==> src/rtl/window_generator.sv <==
// Streaming KxK sliding-window generator: row-delay lines feed a KxK register
// window, with row/column tracking, strided window-valid and frame-end pulses.
module window_generator #(
   parameter int KERNEL_SIZE = 3,
   parameter int DATA_SIZE   = 8,
   parameter int ROW_SIZE    = 5,
   parameter int COL_SIZE    = 5,
   parameter int STRIDE      = 1
) (
   input  logic                                       clock,
   input  logic                                       reset_n,
   input  logic                                       data_valid,
   input  logic [DATA_SIZE-1:0]                       data_in,
   output logic [KERNEL_SIZE*KERNEL_SIZE*DATA_SIZE-1:0] window_out,
   output logic                                       window_valid,
   output logic                                       frame_done
);

   localparam int K  = KERNEL_SIZE;
   localparam int CW = (ROW_SIZE > 1) ? $clog2(ROW_SIZE) : 1;
   localparam int RW = (COL_SIZE > 1) ? $clog2(COL_SIZE) : 1;
   localparam int SW = (STRIDE > 1) ? $clog2(STRIDE) : 1;

   localparam logic [CW-1:0] COL_LAST        = CW'(ROW_SIZE - 1);
   localparam logic [RW-1:0] ROW_LAST        = RW'(COL_SIZE - 1);
   localparam logic [CW-1:0] COL_FIRST_VALID = CW'(K - 1);
   localparam logic [RW-1:0] ROW_FIRST_VALID = RW'(K - 1);
   localparam logic [SW-1:0] PHASE_RELOAD    = SW'(STRIDE - 1);

   logic [DATA_SIZE-1:0] line_buf [K-1][ROW_SIZE];
   logic [DATA_SIZE-1:0] win      [K][K];

   logic [CW-1:0] col;
   logic [RW-1:0] row;
   logic [SW-1:0] col_phase;
   logic [SW-1:0] row_phase;

   logic          col_end;
   logic          frame_end;
   logic          hit;
   logic [SW-1:0] col_phase_next;
   logic [SW-1:0] row_phase_next;

   // Phase counters are forced to 0 until the first valid column/row, so the
   // stride grid is anchored at K-1 and then counts down modulo STRIDE.
   // NOTE: every always_comb output gets a default first so no path can infer a latch.
   always_comb begin
      col_end        = (col == COL_LAST);
      frame_end      = col_end && (row == ROW_LAST);
      hit            = (row >= ROW_FIRST_VALID) && (col >= COL_FIRST_VALID) &&
                       (row_phase == '0) && (col_phase == '0);
      col_phase_next = '0;
      row_phase_next = row_phase;
      if ((col >= COL_FIRST_VALID) && !col_end)
         col_phase_next = (col_phase == '0) ? PHASE_RELOAD : col_phase - 1'b1;
      if (col_end) begin
         row_phase_next = '0;
         if ((row >= ROW_FIRST_VALID) && (row != ROW_LAST))
            row_phase_next = (row_phase == '0) ? PHASE_RELOAD : row_phase - 1'b1;
      end
   end

   // NOTE: sequential state uses non-blocking assignments so every register samples pre-edge values.
   always_ff @(posedge clock or negedge reset_n) begin
      if (!reset_n) begin
         col          <= '0;
         row          <= '0;
         col_phase    <= '0;
         row_phase    <= '0;
         window_valid <= 1'b0;
         frame_done   <= 1'b0;
      end else begin
         window_valid <= 1'b0;
         frame_done   <= 1'b0;
         if (data_valid) begin
            window_valid <= hit;
            frame_done   <= frame_end;
            col          <= col_end ? '0 : col + 1'b1;
            col_phase    <= col_phase_next;
            row_phase    <= row_phase_next;
            if (col_end)
               row <= (row == ROW_LAST) ? '0 : row + 1'b1;
         end
      end
   end

   // NOTE: the delay lines and window are flops with reset, so a mid-frame reset leaves no stale pixels behind.
   always_ff @(posedge clock or negedge reset_n) begin
      if (!reset_n) begin
         for (int k = 0; k < K-1; k++)
            for (int n = 0; n < ROW_SIZE; n++)
               line_buf[k][n] <= '0;
         for (int i = 0; i < K; i++)
            for (int j = 0; j < K; j++)
               win[i][j] <= '0;
      end else if (data_valid) begin
         line_buf[0][0] <= data_in;
         for (int k = 1; k < K-1; k++)
            line_buf[k][0] <= line_buf[k-1][ROW_SIZE-1];
         for (int k = 0; k < K-1; k++)
            for (int n = 1; n < ROW_SIZE; n++)
               line_buf[k][n] <= line_buf[k][n-1];

         for (int i = 0; i < K; i++)
            for (int j = 0; j < K-1; j++)
               win[i][j] <= win[i][j+1];
         // Oldest row (top) comes from the deepest delay line.
         for (int i = 0; i < K-1; i++)
            win[i][K-1] <= line_buf[K-2-i][ROW_SIZE-1];
         win[K-1][K-1] <= data_in;
      end
   end

   always_comb begin
      window_out = '0;
      for (int i = 0; i < K; i++)
         for (int j = 0; j < K; j++)
            window_out[(i*K+j)*DATA_SIZE +: DATA_SIZE] = win[i][j];
   end

endmodule

==> config.mk <==
export PLATFORM = sky130hd
export DESIGN_NAME = window_generator
export DESIGN_NICKNAME = d
export VERILOG_FILES = /design/src/rtl/window_generator.sv
export SDC_FILE = /design/constraint.sdc
export NUM_CORES = 1
export LEC_CHECK = 0
export ABC_AREA = 1
export BUFFER_PORTS_ARGS = -buffer_cell sky130_fd_sc_hd__clkbuf_2
export CAP_MARGIN = 10
export CORE_MARGIN = 3
export CORE_UTILIZATION = 59
export DETAILED_ROUTE_END_ITERATION = 8
export GPL_ROUTABILITY_DRIVEN = 0
export PLACE_DENSITY_LB_ADDON = 0.08
export SYNTH_ARGS = -nofsm -noshare
export SYNTH_HDL_FRONTEND = slang
export SYNTH_SLANG_ARGS = --single-unit
==> constraint.sdc <==
create_clock -name clock -period 2.39 [get_ports clock]
set_input_delay 0.239 -clock clock [delete_from_list [all_inputs] [get_ports clock]]
set_output_delay 0.239 -clock clock [all_outputs]
set_load 0.02 [all_outputs]
Word-level counts from Yosys, hierarchy flattened
Cells that the tools add are included.
{"block": "totals", "ff_bits": 114, "input_bits": 11, "out_inout_bits": 74, "elab_cells": 46}
{"block": "op_classes", "n_addsub": 4, "magnitude_cmp": 2, "n_eq_ne": 3, "n_mux": 8, "n_bitwise": 2, "reduce_logical": 8}
{"op": "$add A3 B1 Y3 const B", "count": 2}
{"op": "$eq A3 B3 Y1 const B", "count": 2}
{"op": "$ge A3 B2 Y1 const B", "count": 2}
{"op": "$logic_and A1 B1 Y1", "count": 6}
{"op": "$mux W1", "count": 6}
{"op": "$mux W3", "count": 2}
{"op": "$ne A3 B3 Y1 const B", "count": 1}
{"op": "$not A1 Y1", "count": 2}
{"op": "$reduce_and A2 Y1", "count": 1}
{"op": "$sub A1 B1 Y1 const B", "count": 2}
{"op": "$logic_not A1 Y1", "count": 1}

Depth between registers and ports, before layout
Gate-level depths: netlist of the first run.
{"block": "logic_depth", "ltp_word": 5, "ltp_mapped": 6, "depth_no_buf": 6}

Worst setup path before layout of the first run
Ideal clock, no wire load.
{"block": "synth_path", "path_kind": "reg-to-reg", "startpoint": "reg col[0]", "endpoint": "reg row[1]", "setup_time_ns": 0.126, "arrival_time_ns": 0.885, "required_time_ns": 2.264, "setup_slack_ns": 1.379, "path_stages_with_launch": 6, "n_path_buf": 0, "synth_period_minus_slack_ns": 1.011, "cell_sequence": "dfrtp_1 > inv_1 > ha_1 > nand2_1 > nor2_4 > o21ai_0"}
{"block": "synth_between", "elab_chain_cells": 2}
{"element": "from (decl)", "line_no": "33", "rtl": "logic [CW-1:0] col;"}
{"element": "from (signal assigned)", "line_no": "78", "rtl": "col <= col_end ? '0 : col + 1'b1;"}
{"element": "$eq A3 B3 Y1", "line_no": "48", "rtl": "col_end = (col == COL_LAST);"}
{"element": "$reduce_and A2 Y1 (no source line)"}
{"element": "to (signal assigned)", "line_no": "82", "rtl": "row <= (row == ROW_LAST) ? '0 : row + 1'b1;"}
{"element": "to (decl)", "line_no": "34", "rtl": "logic [RW-1:0] row;"}
Every way passes these cells.
A chain may end at the register's enable or synchronous reset.

==> out/metrics.cfg, run 1 <==
[sta]
post-route-min-period_ns = 1.21
tightestPinTransition_ns = 0.576
max_freq_ghz = 0.830
slew_viol_final = 0
final.period_utilization_pct = 50.4
whs_ns = 0.0779
finalSetupViolations = 0
rsz0062_at_grt = false
finalHoldViolations = 0
setup_tns_ns = 0
skew_ns = 0.00744
relSlewSlack_pct = 61.6

[detailed_routing]
routed_wirelength_um = 8160
vias = 3091
ant_nets = 0
drt_first_pass_iters = 4
first_iter_violations = 196
viasPerCell = 4.83
wl_per_cell_um = 12.8
drc_errors = 0

[floorplanning]
coreArea_um2 = 7450
chipHeight_um = 94.8
dieArea_um2 = 8990
rows = 31
die_w_um = 94.8
io_pins = 85
initial_core_util_pct = 62.5

[synthesis]
synthFlopType = dfrtp_1
yosysMostFrequentCell = nand2_1
synth_top_area_cell = dfrtp_1
synth.avg_cell_area_um2 = 9.20
synth_area_um2 = 4660
seq_area_frac_synth_pct = 60.2
ys_warn_count = 0
synth_commonest_cells = 219 x nand2_1, 112 x dfrtp_1, 55 x o21ai_0, 50 x buf_4, 30 x inv_1
syn_inst = 506
synth_area_leaders = dfrtp_1 60%, nand2_1 18%, buf_4 8.1%, o21ai_0 5.9%, inv_1 2.4%
syn_nets = 522
synth_edf_count = 0
synth_top_area_share_pct = 60.2
synthArstFlopShare_pct = 100
synthDistinctLibCells = 17
ys_ff_latch = 112

[setup_path]
cp.required_ns = 2.15
endpoint_kind = output pin
critPathLaunchType = register
critPathSlowestCell = dfrtp_1
arrival_ns = 0.97
critPathMaxFanout = 3
max_stage_delay_ns = 0.42
worst-path-buf-inv = 1
critical_path_class = register to output pin
path_cells = clkbuf_2
critical_path.top_delay_family = flip-flops

[clock_network]
cts_buffers = 9
cts_hold_buf = 1
clockBufferDepth = 2
cts_setup_buffers = 0
clk_pin_slew_ns = 0.10
htree_levels = 3
cts_tree = built
root_buffer = clkbuf_8
clock_sinks = 112
cts_resized = 0
clock_latency_ns = 0.36

[global_route]
grt_pass1_vias = 2814
grt_usage_pct = 19.6
grt_pass1_wl_um = 13600
antenna_found_initial = 0
grt_overflow = 0
grt_max_degree = 113

[power]
power_density_nw_per_um2 = 883
ir_drop_v = 0.000409
cellLeakagePower_uw = 0.00272

[layout]
area_growth_pct = 6.75
num-fill-cells = 642
nNetsFinal = 552
diodes = 0
drive_gt1_share_pct = 20.0

[place]
portBuffers = 84
hpwl_um = 5390

[run_status]
status = completed

[worst_hold_path]
holdCritPathClass = input port to register

[flow_run]
maxCapViolCount = 0

## stage by stage
stage                     cell area [µm²]  setup slack (ns)  std cells  total power [µW]  utilization, %
after floorplan                      4660              1.38        506              3180               -
after global placement               4780              1.13        623              3370            64.2
after detailed placement             4780              1.12        623              3400            64.2
after CTS                            4970              1.17        640              4440            66.7
after global routing                 4970              1.12        640              4660            66.7
final                                4970              1.18        640              4390            66.7
## per-layer routing
layer	vias up	share of wire, %	track usage, %
met4	0	1.7	7.93
met3	9	4.5	3.19
li1	1557	-	-
met1	1455	47	28.0
met5	-	0	0
met2	70	46	30.0
## tightest hold or removal path: stages
cell      delay (ns)
clkbuf_2        0.07
nand2_1         0.04
nand2_1         0.06
## cell usage in the layout (no fill, tap or decap), drive strengths merged
| cell type | n |
|---|---|
| buf | 7 |
| nand3 | 5 |
| nor3 | 1 |
| inv | 31 |
| clkinv | 2 |
| ha | 5 |
| dlygate4sd3 | 1 |
| clkinvlp | 4 |
| nor2 | 5 |
| nand2 | 219 |
| a21oi | 1 |
| dfrtp | 112 |
| o21bai | 1 |
| o21ai | 55 |
| clkbuf | 92 |
## final timing paths
path | endpoint | slack [ns] | cells past startpoint | startpoint
worst min-delay path | line_buf[79] | 0.08 | 3 | data_in[7]
worst min register to register | line_buf[8] | 0.48 | 2 | line_buf[8]
min in group asynchronous | frame_done | 0.41 | 2 | reset_n
worst max register to register | row[2] | 1.26 | 5 | col[0]
worst max-delay path | window_out[67] | 1.18 | 1 | line_buf[75]
max in group asynchronous | line_buf[39] | 1.26 | 3 | reset_n
## report_power, final
group	leakage, µW	total, µW	switching [µW]	internal, µW
clock	0.0000809	1030	623	410
combinational	0.00118	936	624	313
sequential	0.00146	2420	217	2200
## cell type report
class	instances	area, µm²	area share, %
Inverter	31	118	2.37
Clock inverter	6	43.8	0.881
Clock buffer	10	138	2.77
Sequential cell	112	2800	56.4
Timing Repair Buffer	90	510	10.3
Tap cell	99	124	2.49
Multi-Input combinational cell	292	1230	24.8
## flip-flops by register name (all words and copies together) (netlist names)
register and count:
row 3, col 3, frame_done 1, line_buf 80, window_valid 1, window_out 24
## cells by family after synthesis
group | count (synthesis) | synth area share, %
fa+ha+maj | 5 | 1.34
flops | 112 | 60.2
compound gates | 57 | 6.18
buf+inv | 102 | 13.3
simple gates | 230 | 19.0
Note: power is estimated with default switching activity, not from simulation.
==> run 2, diff against run 1 <==
--- a/config.mk
+++ b/config.mk
@@ -5,11 +5,11 @@
 export SDC_FILE = /design/constraint.sdc
 export NUM_CORES = 1
 export LEC_CHECK = 0
-export ABC_AREA = 1
+export ABC_AREA = 0
 export BUFFER_PORTS_ARGS = -buffer_cell sky130_fd_sc_hd__clkbuf_2
 export CAP_MARGIN = 10
 export CORE_MARGIN = 3
-export CORE_UTILIZATION = 59
+export CORE_UTILIZATION = 50
 export DETAILED_ROUTE_END_ITERATION = 8
 export GPL_ROUTABILITY_DRIVEN = 0
 export PLACE_DENSITY_LB_ADDON = 0.08
==> constraint.sdc (replaced) <==
create_clock -name clock -period 1.05 [get_ports clock]
set_input_delay 0.105 -clock clock [delete_from_list [all_inputs] [get_ports clock]]
set_output_delay 0.105 -clock clock [all_outputs]
set_load 0.02 [all_outputs]
==> run 2 against run 1 <==
Net effect:
- routed wire length up 3.8%
- power rose to 4.1 times the previous value
- largest cell class unchanged
- critical path depth up 3
- the run now ends with setup timing left
- flip-flop and latch count unchanged
- clock-buffer cell count down 1
- worst hold slack better by 0.054 ns
- critical path type is now register to register
- cell count down 9.2%
- via count down 12%
- non-clock buffer count up 100
- synthesized area up 5.7%
- combinational power rose to 8.7 times the previous value
==> out/metrics.cfg, run 2 <==
[run_status]
status = complete, but fails checks  ; was completed
violations = setup timing

[synthesis]
synth_commonest_cells = 112 x dfrtp_1, 64 x mux2_4, 48 x buf_4, 40 x mux2_2, 8 x buf_6  ; was 219 x nand2_1, 112 x dfrtp_1, 55 x o21ai_0, 50 x buf_4, 30 x inv_1
seq_area_frac_synth_pct = 57.0  ; was 60.2%
synthArstFlopShare_pct = 100  ; unchanged
yosysMostFrequentCell = dfrtp_1  ; was nand2_1
synth_top_area_cell = dfrtp_1  ; unchanged
synthDistinctLibCells = 24  ; was 17
ys_ff_latch = 112  ; unchanged
synth_area_um2 = 4920  ; was 4660 µm²
syn_nets = 323  ; was 522
synth.avg_cell_area_um2 = 16.0  ; was 9.20 µm²
syn_inst = 307  ; was 506
ys_warn_count = 0  ; unchanged
synth_top_area_share_pct = 57.0  ; was 60.2%
synth_edf_count = 0  ; unchanged
synthFlopType = dfrtp_1  ; unchanged
synth_area_leaders = dfrtp_1 57%, mux2_4 20%, mux2_2 9.2%, buf_4 7.3%, buf_6 1.8%  ; was dfrtp_1 60%, nand2_1 18%, buf_4 8.1%, o21ai_0 5.9%, inv_1 2.4%

[setup_path]
critical_path_class = register to register  ; was register to output pin
arrival_ns = 1.38  ; was 0.97 ns
endpoint_kind = register  ; was output pin
critPathLaunchType = register  ; unchanged
cp.required_ns = 1.31  ; was 2.15 ns
critPathMaxFanout = 3  ; unchanged

[clock_network]
clock_latency_ns = 0.36  ; about the same
htree_levels = 3  ; unchanged
clockBufferDepth = 2  ; unchanged
clk_pin_slew_ns = 0.11  ; was 0.10 ns
root_buffer = clkbuf_8  ; unchanged
cts_tree = built  ; unchanged
cts_buffers = 9  ; unchanged
clock_sinks = 112  ; unchanged

[sta]
final.period_utilization_pct = 107
finalSetupViolations = 7  ; was 0
skew_ns = 0.00910  ; was 0.00744 ns
slew_viol_final = 0  ; unchanged
max_freq_ghz = 0.891
rsz0062_at_grt = true  ; was false
tightestPinTransition_ns = 0.299  ; was 0.576 ns
fin_ws_ns = -0.0729  ; was 1.18 ns
finalHoldViolations = 0  ; unchanged
relSlewSlack_pct = 80.1  ; was 61.6%
setup_tns_ns = -0.267  ; was 0 ns
post-route-min-period_ns = 1.12

[layout]
final_core_util_pct = 70.9  ; was 66.7%
nNetsFinal = 463  ; was 552
area_growth_pct = 35.7  ; was 6.75%
layout_common_cells = 112 x dfrtp_1, 90 x buf_4, 68 x buf_6  ; was 219 x nand2_1, 112 x dfrtp_1, 82 x clkbuf_2
largest_reg_flops = 80  ; unchanged
diodes = 0  ; unchanged
layout_commonest_cell = dfrtp_1  ; was nand2_1
largest-register = line_buf  ; unchanged
drive_gt1_share_pct = 69.2  ; was 20.0%

[global_route]
antenna_found_initial = 0  ; unchanged
grt_pass1_vias = 2712  ; was 2814
grt_usage_pct = 15.1  ; was 19.6%
grt_overflow = 0  ; unchanged
grt_max_degree = 37  ; was 113
grt_pass1_wl_um = 13500  ; was 13600 µm

[detailed_routing]
drc_errors = 0  ; unchanged
viasPerCell = 4.66  ; was 4.83
first_iter_violations = 41  ; was 196
ant_nets = 0  ; unchanged
vias = 2707  ; was 3091
wl_per_cell_um = 14.6  ; was 12.8 µm
routed_wirelength_um = 8480  ; was 8160 µm
drt_first_pass_iters = 4  ; unchanged

[power]
cellLeakagePower_uw = 0.00329  ; was 0.00272 µW
ir_drop_v = 0.00136  ; was 0.000409 V
power_density_nw_per_um2 = 2680  ; was 883 nW/µm²

[floorplanning]
die_w_um = 105  ; was 94.8 µm
dieArea_um2 = 11100  ; was 8990 µm²
chipHeight_um = 105  ; was 94.8 µm
initial_core_util_pct = 52.3  ; was 62.5%
coreArea_um2 = 9420  ; was 7450 µm²
io_pins = 85  ; unchanged
rows = 35  ; was 31

[place]
hpwl_um = 4900  ; was 5390 µm
portBuffers = 84  ; unchanged

[flow_run]
maxCapViolCount = 0  ; unchanged

[worst_hold_path]
holdCritPathClass = input port to register  ; unchanged

[run 2: area by class of cell]
class | count | area [µm²]
sequential | 112 | 2800
fill | 645 | 2740
timing repair buffer | 190 | 1800
multi-input combinational | 130 | 1670
tap | 129 | 161
clock buffer | 9 | 124
clock inverter | 7 | 100
inverter | 4 | 15.0
[run 2: per-stage QoR]
stage	setup WS (ns)	power (µW)	area (µm²)	cells	hold slack [ns]
2_1_floorplan	-0.112	11000	4930	307	-0.191
3_3_place_gp	-0.105	12000	5300	481	0.0191
6_report	-0.0729	17900	6680	581	0.132
3_5_place_dp	-0.138	12200	5300	481	0.0159
5_1_grt	-0.117	18900	6680	581	0.112
4_1_cts	-0.0849	16400	6140	563	0.115
[run 2: path summary, 6_finish.rpt]
check | from | cells past startpoint | end | slack (ns)
min reg2reg | line_buf[5] | 1 | window_out[21] | 0.51
min in group asynchronous | reset_n | 2 | window_valid | 0.17
min | data_valid | 2 | window_out[22] | 0.13
max in group asynchronous | reset_n | 3 | line_buf[37] | 0.40
max | col[1] | 4 | row[1] | -0.07
max reg2reg | col[1] | 4 | row[1] | -0.07
[run 2: power breakdown]
| part | total (µW) | switching (µW) | internal (µW) | leakage, µW |
|---|---|---|---|---|
| Combinational | 8110 | 3030 | 5080 | 0.00183 |
| Clock | 2810 | 1440 | 1370 | 0.000115 |
| Sequential | 6970 | 1120 | 5850 | 0.00134 |
[run 2: kinds of logic (layout without fill, tap and decap cells)]
| family | count (synthesis) | count (layout) | synth area share, % |
|---|---|---|---|
| AOI/OAI and AO/OA | 8 | 8 | 1.07 |
| DFF | 112 | 112 | 57.0 |
| buffers and inverters | 65 | 210 | 10.2 |
| adders and majority gates | 5 | 5 | 1.27 |
| and+or+nand+nor | 11 | 11 | 1.40 |
| muxes | 106 | 106 | 29.1 |
[run 2: timing repair]
item | in CTS | in global routing
hold buffers | 9 | 0
buffers inserted | 57 | 18
endpoints found under the hold margin | 120 | 0
pin swaps | 2 | 0
resized for setup | 32 | 190
setup endpoints to repair | 68 | 78
[run 2: per-layer routing]
| layer | part of all wire, % | vias to the layer above | global-route usage (%) |
|---|---|---|---|
| met1 | 46 | 1354 | 21.2 |
| met5 | 0 | - | 0 |
| met4 | 1.1 | 0 | 3.66 |
| met2 | 48 | 67 | 23.2 |
| met3 | 4.8 | 7 | 4.39 |
| li1 | - | 1279 | - |
[run 2: worst max-delay path, stage by stage (launching register included)]
cell and delay (ns):
dfrtp_1 0.40, inv_2 0.08, ha_4 0.15, nand3_4 0.09, mux2_4 0.31
==> run 3, diff against run 2 <==
--- a/config.mk
+++ b/config.mk
@@ -12,6 +12,7 @@
 export CORE_UTILIZATION = 50
 export DETAILED_ROUTE_END_ITERATION = 8
 export GPL_ROUTABILITY_DRIVEN = 0
+export GPL_TIMING_DRIVEN = 0
 export PLACE_DENSITY_LB_ADDON = 0.08
 export SYNTH_ARGS = -nofsm -noshare
 export SYNTH_HDL_FRONTEND = slang
==> run 3 against run 2 <==
Net effect:
- the run still ends with setup timing left
- cell count increased by 0.52%
- via count increased by 2.6%
- clock-buffer cell count increased by 1
- sequential share of layout area decreased by 0.72 points
- final area increased by 1.7%
- utilization increased by 1.2 points
- non-clock buffer count increased by 4
- combinational power increased by 4.7%
- power increased by 0.97%
- largest cell class unchanged
- highest routed layer unchanged
==> out/metrics.cfg, run 3 (synthesis gave the netlist of run 2 again) <==
[detailed_routing]
routed_wirelength_um = 9460  ; was 8480 µm
first_iter_violations = 76  ; was 41
drc_errors = 0  ; unchanged
viasPerCell = 4.76  ; was 4.66
vias = 2777  ; was 2707
ant_nets = 0  ; unchanged
drt_first_pass_iters = 4  ; unchanged
wl_per_cell_um = 16.2  ; was 14.6 µm

[layout]
fin_area_um2 = 6790  ; was 6680 µm²
drive_gt1_share_pct = 69.9  ; was 69.2%
layout_commonest_cell = dfrtp_1  ; unchanged
largest-register = line_buf  ; unchanged
fin_cells = 584  ; was 581
largest_reg_flops = 80  ; unchanged
nNetsFinal = 467  ; was 463
layout_common_cells = 112 x dfrtp_1, 79 x buf_4, 66 x mux2_4  ; was 112 x dfrtp_1, 90 x buf_4, 68 x buf_6
diodes = 0  ; unchanged
area_growth_pct = 38.0  ; was 35.7%

[floorplanning]
chipHeight_um = 105  ; unchanged
die_w_um = 105  ; unchanged
rows = 35  ; unchanged
coreArea_um2 = 9420  ; unchanged
initial_core_util_pct = 52.3  ; unchanged
dieArea_um2 = 11100  ; unchanged
io_pins = 85  ; unchanged

[sta]
skew_ns = 0.0110  ; was 0.00910 ns
finalSetupViolations = 13  ; was 7
finalHoldViolations = 0  ; unchanged
relSlewSlack_pct = 61.3  ; was 80.1%
fin_ws_ns = -0.104  ; was -0.0729 ns
tightestPinTransition_ns = 0.581  ; was 0.299 ns
rsz0062_at_grt = true  ; unchanged
final.period_utilization_pct = 110  ; was 107%
slew_viol_final = 0  ; unchanged
max_freq_ghz = 0.867  ; was 0.891 GHz
post-route-min-period_ns = 1.15  ; was 1.12 ns

[setup_path]
arrival_ns = 1.42  ; was 1.38 ns
regToRegEndpoint = row[0]  ; was row[1]
cp.required_ns = 1.31  ; about the same
critPathMaxFanout = 3  ; unchanged
critical_path_class = register to register  ; unchanged
critPathLaunchType = register  ; unchanged
path_cells = inv_2 > ha_4 > nand3_4 > mux2_4  ; unchanged
reg2reg_slack_ns = -0.10  ; was -0.07 ns
reg2reg_depth = 4  ; unchanged
r2r_start = col[1]  ; unchanged
max_stage_delay_ns = 0.41  ; was 0.40 ns
endpoint_kind = register  ; unchanged
critPathSlowestCell = dfrtp_1  ; unchanged

[run_status]
violations = setup timing  ; unchanged
status = complete, but fails checks  ; unchanged

[global_route]
grt_pass1_wl_um = 15300  ; was 13500 µm
grt_overflow = 0  ; unchanged
antenna_found_initial = 0  ; unchanged
grt_pass1_vias = 2882  ; was 2712
grt_max_degree = 113  ; was 37
grt_usage_pct = 17.6  ; was 15.1%

[flow_run]
maxCapViolCount = 0  ; unchanged

[clock_network]
root_buffer = clkbuf_8  ; unchanged
clock_sinks = 112  ; unchanged
cts_tree = built  ; unchanged
htree_levels = 3  ; unchanged
cts_buffers = 9  ; unchanged
clock_latency_ns = 0.36  ; about the same
clk_pin_slew_ns = 0.10  ; was 0.11 ns
clockBufferDepth = 2  ; unchanged

[power]
cellLeakagePower_uw = 0.00334  ; was 0.00329 µW
ir_drop_v = 0.00104  ; was 0.00136 V
power_density_nw_per_um2 = 2660  ; was 2680 nW/µm²

[worst_hold_path]
holdPathEnd = col[0]  ; was window_out[22]
holdPathStages = 4  ; was 2
hp-start = data_valid  ; unchanged
holdCritPathClass = input port to register  ; unchanged

[place]
portBuffers = 83  ; was 84
place_area_um2 = 5520  ; was 5300 µm²
dp_slack_ns = -0.190  ; was -0.138 ns
hpwl_um = 5320  ; was 4900 µm
dp.cells = 519  ; was 481

==> run 3: changes by cell type in the layout (fill, tap and decap cells not counted), moves of 4 or more <==
cell	before	now
buf_6	68	37
buf_4	90	79
buf_2	0	4
buf_12	8	1
clkbuf_8	12	63
==> run 3: through the flow <==
stage               power [µW]  hold WS [ns]  util, %  TNS [ns]
floorplan                11000        -0.191        -    -0.223
detailed placement       12700         0.297     58.6    -0.530
global route             19100         0.132     72.1     -2.81
CTS                      17100         0.136     68.9    -0.851
finish                   18100         0.147     72.1    -0.363
global placement         12500         0.337     58.5   -188.90
==> run 3: what timing repair did <==
action | in CTS | in global routing
resized for setup | 118 | 69
hold buffers | 9 | 0
pin swaps | 3 | 1
endpoints found under the hold margin | 120 | 0
setup endpoints to repair | 71 | 195
buffers inserted | 71 | 19
==> run 3: cell type report <==
cell class | count | area [µm²]
inverters | 4 | 15.0
multi-input cells | 130 | 1680
plain buffers | 13 | 125
well taps | 129 | 161
clock buffers | 10 | 138
fillers | 643 | 2620
clock inverters | 5 | 63.8
repair buffers | 181 | 1810
flip-flops and latches | 112 | 2800
==> run 3: report_power, final <==
group | total [µW] | switching [µW] | internal [µW]
Clock | 2600 | 1430 | 1180
Sequential | 6980 | 1120 | 5850
Combinational | 8490 | 3100 | 5400
Total | 18100 | 5640 | 12400
==> run 3: worst max-delay path by stage <==
stage | from | endpoint | cells after the start | slack [ns]
detailed placement | col[0] | row[0] | 4 | -0.19
global placement | reset_n | line_buf[79] | 1 | -1.69
finish | col[1] | row[0] | 4 | -0.10
floorplan | col[0] | row[0] | 4 | -0.11
global route | row[1] | row[0] | 4 | -0.14
CTS | col[1] | row[0] | 4 | -0.09
==> run 3: worst max-delay path, delay by kind of cell, from the launching register on <==
kind	cells	cell delay, ns
adders and majority gates	1	0.16
buffers and inverters	1	0.09
DFF	1	0.41
muxes	1	0.31
and+or+nand+nor	1	0.09
==> run 3: layer usage <==
layer  track usage (%)  vias to the layer above  part of all wire (%)
met4              4.22                        0                  0.85
met1              24.0                     1412                    44
li1                  -                     1284                     -
met5                 0                        -                     0
met2              28.2                       72                    51
met3              4.63                        9                   4.4
